--- src/rtl/morra_pkg.sv ---
// Shared types, defaults and the move-beats-move rule for the morra match engine.
package morra_pkg;

  localparam int DEF_MIN_ROUNDS = 4;
  localparam int DEF_WIN_MARGIN = 2;
  localparam int DEF_CNT_W      = 5;

  typedef enum logic [1:0] {
    MOVE_NONE     = 2'b00,
    MOVE_ROCK     = 2'b01,
    MOVE_PAPER    = 2'b10,
    MOVE_SCISSORS = 2'b11
  } move_e;

  typedef enum logic [1:0] {
    ROUND_VOID = 2'b00,
    ROUND_P1   = 2'b01,
    ROUND_P2   = 2'b10,
    ROUND_DRAW = 2'b11
  } round_res_e;

  typedef enum logic [1:0] {
    GAME_NONE = 2'b00,
    GAME_P1   = 2'b01,
    GAME_P2   = 2'b10,
    GAME_TIE  = 2'b11
  } game_res_e;

  // Last round winner and the move it won with; that move is barred next round.
  typedef struct packed {
    logic  valid;
    logic  owner_p2;
    move_e move;
  } lock_t;

  function automatic logic beats(input move_e a, input move_e b);
    return ((a == MOVE_ROCK)     && (b == MOVE_SCISSORS)) ||
           ((a == MOVE_PAPER)    && (b == MOVE_ROCK))     ||
           ((a == MOVE_SCISSORS) && (b == MOVE_PAPER));
  endfunction

endpackage

--- src/rtl/morra_round_judge.sv ---
// Combinational judge for a single round: result plus the lock to carry forward.
module morra_round_judge
  import morra_pkg::*;
(
  input  move_e      p1,
  input  move_e      p2,
  input  lock_t      lock_cur,
  output round_res_e res,
  output lock_t      lock_next
);

  logic missing_move;
  logic locked_repeat;

  // A missing move or the locked winner reusing its move voids the round and keeps the lock.
  always_comb begin
    missing_move  = (p1 == MOVE_NONE) || (p2 == MOVE_NONE);
    locked_repeat = lock_cur.valid &&
                    ((lock_cur.owner_p2 ? p2 : p1) == lock_cur.move);
    res       = ROUND_VOID;
    lock_next = lock_cur;
    if (!missing_move && !locked_repeat) begin
      if (p1 == p2) begin
        res       = ROUND_DRAW;
        lock_next = '0;
      end else if (beats(p1, p2)) begin
        res       = ROUND_P1;
        lock_next = '{valid: 1'b1, owner_p2: 1'b0, move: p1};
      end else begin
        res       = ROUND_P2;
        lock_next = '{valid: 1'b1, owner_p2: 1'b1, move: p2};
      end
    end
  end

endmodule

--- src/rtl/morra_match_engine.sv ---
// Morra match engine: match FSM, score/played counters, advantage register and end check.
module morra_match_engine
  import morra_pkg::*;
#(
  parameter int MIN_ROUNDS = DEF_MIN_ROUNDS,
  parameter int WIN_MARGIN = DEF_WIN_MARGIN,
  parameter int CNT_W      = DEF_CNT_W
) (
  input  logic             clk,
  input  logic             rst_n,
  input  logic             start,
  input  logic             move_valid,
  input  logic [1:0]       p1,
  input  logic [1:0]       p2,
  output logic             busy,
  output logic             round_valid,
  output logic [1:0]       round,
  output logic [1:0]       game,
  output logic [CNT_W-1:0] score_p1,
  output logic [CNT_W-1:0] score_p2,
  output logic [CNT_W-1:0] played
);

  // Counters must hold the longest possible match (MIN_ROUNDS plus 15 extra rounds).
  if ((2 ** CNT_W) <= (MIN_ROUNDS + 15)) begin : g_cnt_w_check
    $error("morra_match_engine: CNT_W too small for MIN_ROUNDS+15");
  end

  typedef enum logic [1:0] {
    S_IDLE = 2'b00,
    S_PLAY = 2'b01,
    S_DONE = 2'b10
  } state_e;

  localparam logic [CNT_W-1:0] CNT_MAX    = '1;
  localparam logic [CNT_W-1:0] CNT_ONE    = CNT_W'(1);
  localparam logic [CNT_W-1:0] MIN_CNT    = CNT_W'(MIN_ROUNDS);
  localparam logic [CNT_W:0]   ADV_ONE    = (CNT_W+1)'(1);
  localparam logic [CNT_W:0]   MARGIN_MAG = (CNT_W+1)'(WIN_MARGIN);

  state_e            state;
  lock_t             lock;
  lock_t             lock_judged;
  round_res_e        res;
  logic [CNT_W:0]    adv;
  logic [CNT_W:0]    adv_next;
  logic [CNT_W:0]    adv_mag;
  logic [CNT_W-1:0]  max_rounds;
  logic [CNT_W-1:0]  played_next;
  logic [CNT_W-1:0]  score_p1_next;
  logic [CNT_W-1:0]  score_p2_next;
  logic              decided;
  logic              match_end;
  game_res_e         game_next;

  morra_round_judge u_judge (
    .p1        (move_e'(p1)),
    .p2        (move_e'(p2)),
    .lock_cur  (lock),
    .res       (res),
    .lock_next (lock_judged)
  );

  // Post-round counter values and the end-of-match decision for the current moves.
  always_comb begin
    decided       = (res != ROUND_VOID);
    played_next   = played;
    score_p1_next = score_p1;
    score_p2_next = score_p2;
    adv_next      = adv;
    if (decided && (played != CNT_MAX)) begin
      played_next = played + CNT_ONE;
    end
    if (res == ROUND_P1) begin
      if (score_p1 != CNT_MAX) begin
        score_p1_next = score_p1 + CNT_ONE;
      end
      adv_next = adv + ADV_ONE;
    end else if (res == ROUND_P2) begin
      if (score_p2 != CNT_MAX) begin
        score_p2_next = score_p2 + CNT_ONE;
      end
      adv_next = adv - ADV_ONE;
    end
    adv_mag   = adv_next[CNT_W] ? ((~adv_next) + ADV_ONE) : adv_next;
    match_end = decided && (played_next >= MIN_CNT) &&
                ((adv_mag >= MARGIN_MAG) || (played_next == max_rounds));
    if (adv_next[CNT_W]) begin
      game_next = GAME_P2;
    end else if (adv_next == '0) begin
      game_next = GAME_TIE;
    end else begin
      game_next = GAME_P1;
    end
  end

  // Match FSM with registered outputs; start overrides everything, including a same-cycle move.
  always_ff @(posedge clk or negedge rst_n) begin
    if (!rst_n) begin
      state       <= S_IDLE;
      busy        <= 1'b0;
      round_valid <= 1'b0;
      round       <= ROUND_VOID;
      game        <= GAME_NONE;
      score_p1    <= '0;
      score_p2    <= '0;
      played      <= '0;
      adv         <= '0;
      lock        <= '0;
      max_rounds  <= MIN_CNT;
    end else begin
      round_valid <= 1'b0;
      if (start) begin
        state      <= S_PLAY;
        busy       <= 1'b1;
        game       <= GAME_NONE;
        score_p1   <= '0;
        score_p2   <= '0;
        played     <= '0;
        adv        <= '0;
        lock       <= '0;
        max_rounds <= MIN_CNT + CNT_W'({p1, p2});
      end else begin
        case (state)
          S_PLAY: begin
            if (move_valid) begin
              round_valid <= 1'b1;
              round       <= res;
              score_p1    <= score_p1_next;
              score_p2    <= score_p2_next;
              played      <= played_next;
              adv         <= adv_next;
              lock        <= lock_judged;
              if (match_end) begin
                state <= S_DONE;
                busy  <= 1'b0;
                game  <= game_next;
              end
            end
          end
          default: begin
          end
        endcase
      end
    end
  end

endmodule

--- config.mk ---
export PLATFORM = sky130hd
export DESIGN_NAME = morra_match_engine
export DESIGN_NICKNAME = d
export VERILOG_FILES = /design/src/rtl/morra_pkg.sv /design/src/rtl/morra_round_judge.sv /design/src/rtl/morra_match_engine.sv
export SDC_FILE = /design/constraint.sdc
export NUM_CORES = 1
export LEC_CHECK = 0
export ABC_AREA = 1
export CORE_ASPECT_RATIO = 1.1
export CORE_MARGIN = 8
export CORE_UTILIZATION = 30
export DETAILED_ROUTE_END_ITERATION = 8
export GPL_TIMING_DRIVEN = 0
export SKIP_CTS_REPAIR_TIMING = 1
export SLEW_MARGIN = 10
export SYNTH_ARGS = -nofsm -noshare
export SYNTH_HDL_FRONTEND = slang
export SYNTH_HIERARCHICAL = 1
export SYNTH_SLANG_ARGS = --single-unit
--- constraint.sdc ---
create_clock -name clk -period 3.4 [get_ports clk]
set_input_delay 0.68 -clock clk [delete_from_list [all_inputs] [get_ports clk]]
set_output_delay 0.68 -clock clk [all_outputs]
set_load 0.03 [all_outputs]
==> flow_metrics.py <==
metrics = {
    "outcome": {
        "status": "complete, no violations",
    },
    "finish": {
        "share_of_final_layout_standard_cells_stronger_than_drive_strength_1_pct": 7.77,
        "num_antenna_cells": 0,
        "layout-area-overhead-vs-synth_pct": 22.7,
        "final_area_um2": 2880,
        "layoutNonFillerInstCount": 481,
        "finish.utilization_pct": 37.2,
        "num-nets-final": 390,
    },
    "timing": {
        "fin_tns_setup_ns": 0,
        "max_slew.worst_pin.slew_ns": 0.563,
        "maximum_clock_frequency_ghz": 0.335,
        "final-hold-violation-count": 0,
        "final.period_utilization_pct": 87.8,
        "whs_ns": 0.331,
        "max_slew_margin_vs_limit_pct": 62.5,
        "grt_setup_unrepaired": "no",
        "final_number_of_setup_violating_endpoints": 0,
        "min_period_ns": 2.99,
        "skew_ns": 0.0124,
        "drv_slew": 0,
    },
    "worst_setup_path": {
        "worst_path_most_repeated_cell": "sky130_fd_sc_hd__nand2_1",
        "cpMaxStageDelayCell": "sky130_fd_sc_hd__dlymetal6s2s_1",
        "crit_fanout": 6,
        "worstPathArrival_ns": 3.22,
        "required_time_of_the_critical_path_ns": 3.64,
        "critPathTopFamily": "simple AND/OR/NAND/NOR gates",
        "cp_cell_sequence": "dlymetal6s2s_1, inv_1, nor2_1, nand2_1, nand3_1, nor2_2, nor2_2, inv_2, nand2_1, nand2_1, xor2_2, ha_1, inv_1, nand3_1, nand2_1, nand3_1, nand2_1, nand3_2, nand2_2, nand3_1, nand2_1",
        "crit_path_max_incr_delay_ns": 0.23,
        "critPathLaunchType": "primary input",
        "setup.worst_path.class": "primary input to register",
        "setup.worst_path.end_class": "register",
        "worstPathBufferInverterCount": 4,
    },
    "drt": {
        "routed_wire_length_per_instance_um": 11.9,
        "routed_wirelength_um": 5730,
        "drc": 0,
        "drt.antenna.violating_nets": 0,
        "drt-vias-per-instance": 4.67,
        "dr_total_vias": 2246,
        "drt_pre_antenna_iters": 4,
        "initialDrtViolationCount": 83,
    },
    "synthesis": {
        "yosysMostFrequentCell": "sky130_fd_sc_hd__nand2_1",
        "ys_async_sr_fraction_pct": 100,
        "synthesis.area_per_instance_um2": 6.99,
        "synth.yosys.warnings": 6,
        "net_count_after_synthesis": 354,
        "post_synth_main_area_contributors": "sky130_fd_sc_hd__dfrtp_1, sky130_fd_sc_hd__nand2_1, sky130_fd_sc_hd__nand3_1",
        "postSynth.topFlopCell": "sky130_fd_sc_hd__dfrtp_1",
        "synth.ff_latch_count": 37,
        "synth.largest_area_cell": "sky130_fd_sc_hd__dfrtp_1",
        "yosysTopAreaCellShare_pct": 38.3,
        "synth-edff-count": 0,
        "synth_commonest_cells": "sky130_fd_sc_hd__nand2_1, sky130_fd_sc_hd__nor2_1, sky130_fd_sc_hd__inv_1, sky130_fd_sc_hd__nand3_1, sky130_fd_sc_hd__dfrtp_1",
        "yosysSeqAreaShare_pct": 39.5,
        "synth_cell_type_count": 27,
        "syn-cell-area_um2": 2350,
        "post_synth_inst_count": 336,
    },
    "die": {
        "initial_utilization_pct": 30.3,
        "core.rowCount": 34,
        "floorplan.io_pins": 29,
        "design.die.area_um2": 10900,
        "fp.coreArea_um2": 7740,
        "die_w_um": 100,
        "height_of_the_chip_um": 109,
    },
    "clock_network": {
        "cts.sinks": 37,
        "total_cts_buffers": 5,
        "clkLatencyLatePin_ns": 0.30,
        "clkSlewWorstSetupHoldPaths_ns": 0.08,
        "cts-root-buf": "sky130_fd_sc_hd__clkbuf_8",
        "cts_max_level": 2,
        "clk_path_buf_depth": 2,
        "cts_tree": "built",
    },
    "power_and_ir_drop": {
        "p_per_area_nw_per_um2": 529,
        "vdd.ir_drop.worst_uv": 134,
        "leakagePower_nw": 1.46,
    },
    "global_routing": {
        "grt_antenna_before_repair": 0,
        "grt_pass1_wl_um": 9920,
        "grt_start_max_net_pins": 20,
        "grt_use_total_pct": 11.3,
        "grt_remaining_overflow": 0,
        "first_global_vias": 2172,
    },
    "place": {
        "dp.final_hpwl_um": 4450,
        "placed_area_um2": 2790,
        "place.gp.congestion": 0.874,
        "port_buffers": 28,
        "place_inst": 473,
    },
    "run": {
        "drv.max_cap_violation_count": 0,
    },
    "worst_hold_path": {
        "timing.hold.worst.class": "primary input to asynchronous set/reset pin",
    },
}
[cells in the final DEF, fill, tap and decap left out]
cell	count
sky130_fd_sc_hd__inv_2	6
sky130_fd_sc_hd__clkinv_1	1
sky130_fd_sc_hd__nand2_1	93
sky130_fd_sc_hd__buf_2	1
sky130_fd_sc_hd__o21ai_4	1
sky130_fd_sc_hd__nor2_1	41
sky130_fd_sc_hd__o22ai_1	12
sky130_fd_sc_hd__clkinv_2	1
sky130_fd_sc_hd__buf_16	1
sky130_fd_sc_hd__dfrtp_1	36
sky130_fd_sc_hd__a21oi_1	8
sky130_fd_sc_hd__nor3_1	2
sky130_fd_sc_hd__clkdlybuf4s50_1	23
sky130_fd_sc_hd__o211ai_1	1
sky130_fd_sc_hd__dlymetal6s2s_1	4
sky130_fd_sc_hd__nand3_1	37
sky130_fd_sc_hd__nand3_2	2
sky130_fd_sc_hd__nand4_1	4
sky130_fd_sc_hd__o21ai_0	18
sky130_fd_sc_hd__o21ai_1	1
sky130_fd_sc_hd__nand2_2	4
sky130_fd_sc_hd__xor2_1	2
sky130_fd_sc_hd__ha_1	10
sky130_fd_sc_hd__o31ai_1	1
sky130_fd_sc_hd__nor3_2	2
sky130_fd_sc_hd__inv_1	41
sky130_fd_sc_hd__dfstp_2	1
sky130_fd_sc_hd__clkbuf_1	7
sky130_fd_sc_hd__or2_1	1
sky130_fd_sc_hd__nor2_2	4
sky130_fd_sc_hd__clkbuf_8	5
sky130_fd_sc_hd__xnor2_1	1
sky130_fd_sc_hd__xor2_2	1
[per-stage QoR]
| step | worst slack (ns) | power (mW) |
|---|---|---|
| after floorplan | 0.747 | 1.02 |
| after detailed placement | -0.357 | 1.23 |
| after global routing | 0.0609 | 1.66 |
| after CTS | -0.0487 | 1.54 |
| after global placement | -0.278 | 1.22 |
| final | 0.414 | 1.52 |
[state kept, by name, indices dropped and copies added (netlist names)]
name         flops
adv              6
max_rounds       5
played           5
score_p1         5
score_p2         5
lock             4
game             2
round            2
state            2
round_valid      1
[per-layer routing]
layer	routed length (µm)	vias to the layer above	track usage, %
met4	110	0	4.54
met2	2710	42	19.1
met3	242	11	2.81
met1	2670	1035	13.4
met5	0	-	0
li1	-	1158	-
[cell families (layout without fill, tap and decap cells)]
logic type	after synthesis	in the layout	share of synthesized area, %
AOI/OAI and AO/OA	42	42	10.3
and+or+nand+nor	190	190	34.7
xor gates and xnor gates	4	4	1.81
adders and majority gates	10	10	5.32
DFF	37	37	39.5
buffers and inverters	53	90	8.47
[where the power goes]
part	leakage [nW]	total, mW	switching (mW)	internal [mW]
Sequential	0.491	0.559	0.0553	0.504
Combinational	0.930	0.663	0.425	0.237
Clock	0.0422	0.303	0.159	0.144
[layout make-up]
type                       instances  area (µm²)
tap                              108         135
fill                             851        4860
clock inverter                     1        5.00
timing repair buffer              29         313
clock buffer                       7        76.3
multi-input combinational        246        1230
sequential                        37         927
inverter                          48         180
buffer                             5        18.8
[worst paths after layout]
kind / start / to / slack (ns) / cells after the start
worst max-delay path: p1[1] / game[1] / 0.41 / 21
worst min-delay path: rst_n / played[3] / 0.33 / 1
worst max register to register: lock[2] / game[1] / 0.67 / 18
worst min register to register: round[0] / round[0] / 0.49 / 2
max in group asynchronous: rst_n / max_rounds[2] / 2.52 / 2
min in group clk: round[0] / round[0] / 0.49 / 2
No activity file was read; power rests on OpenSTA's default activity.
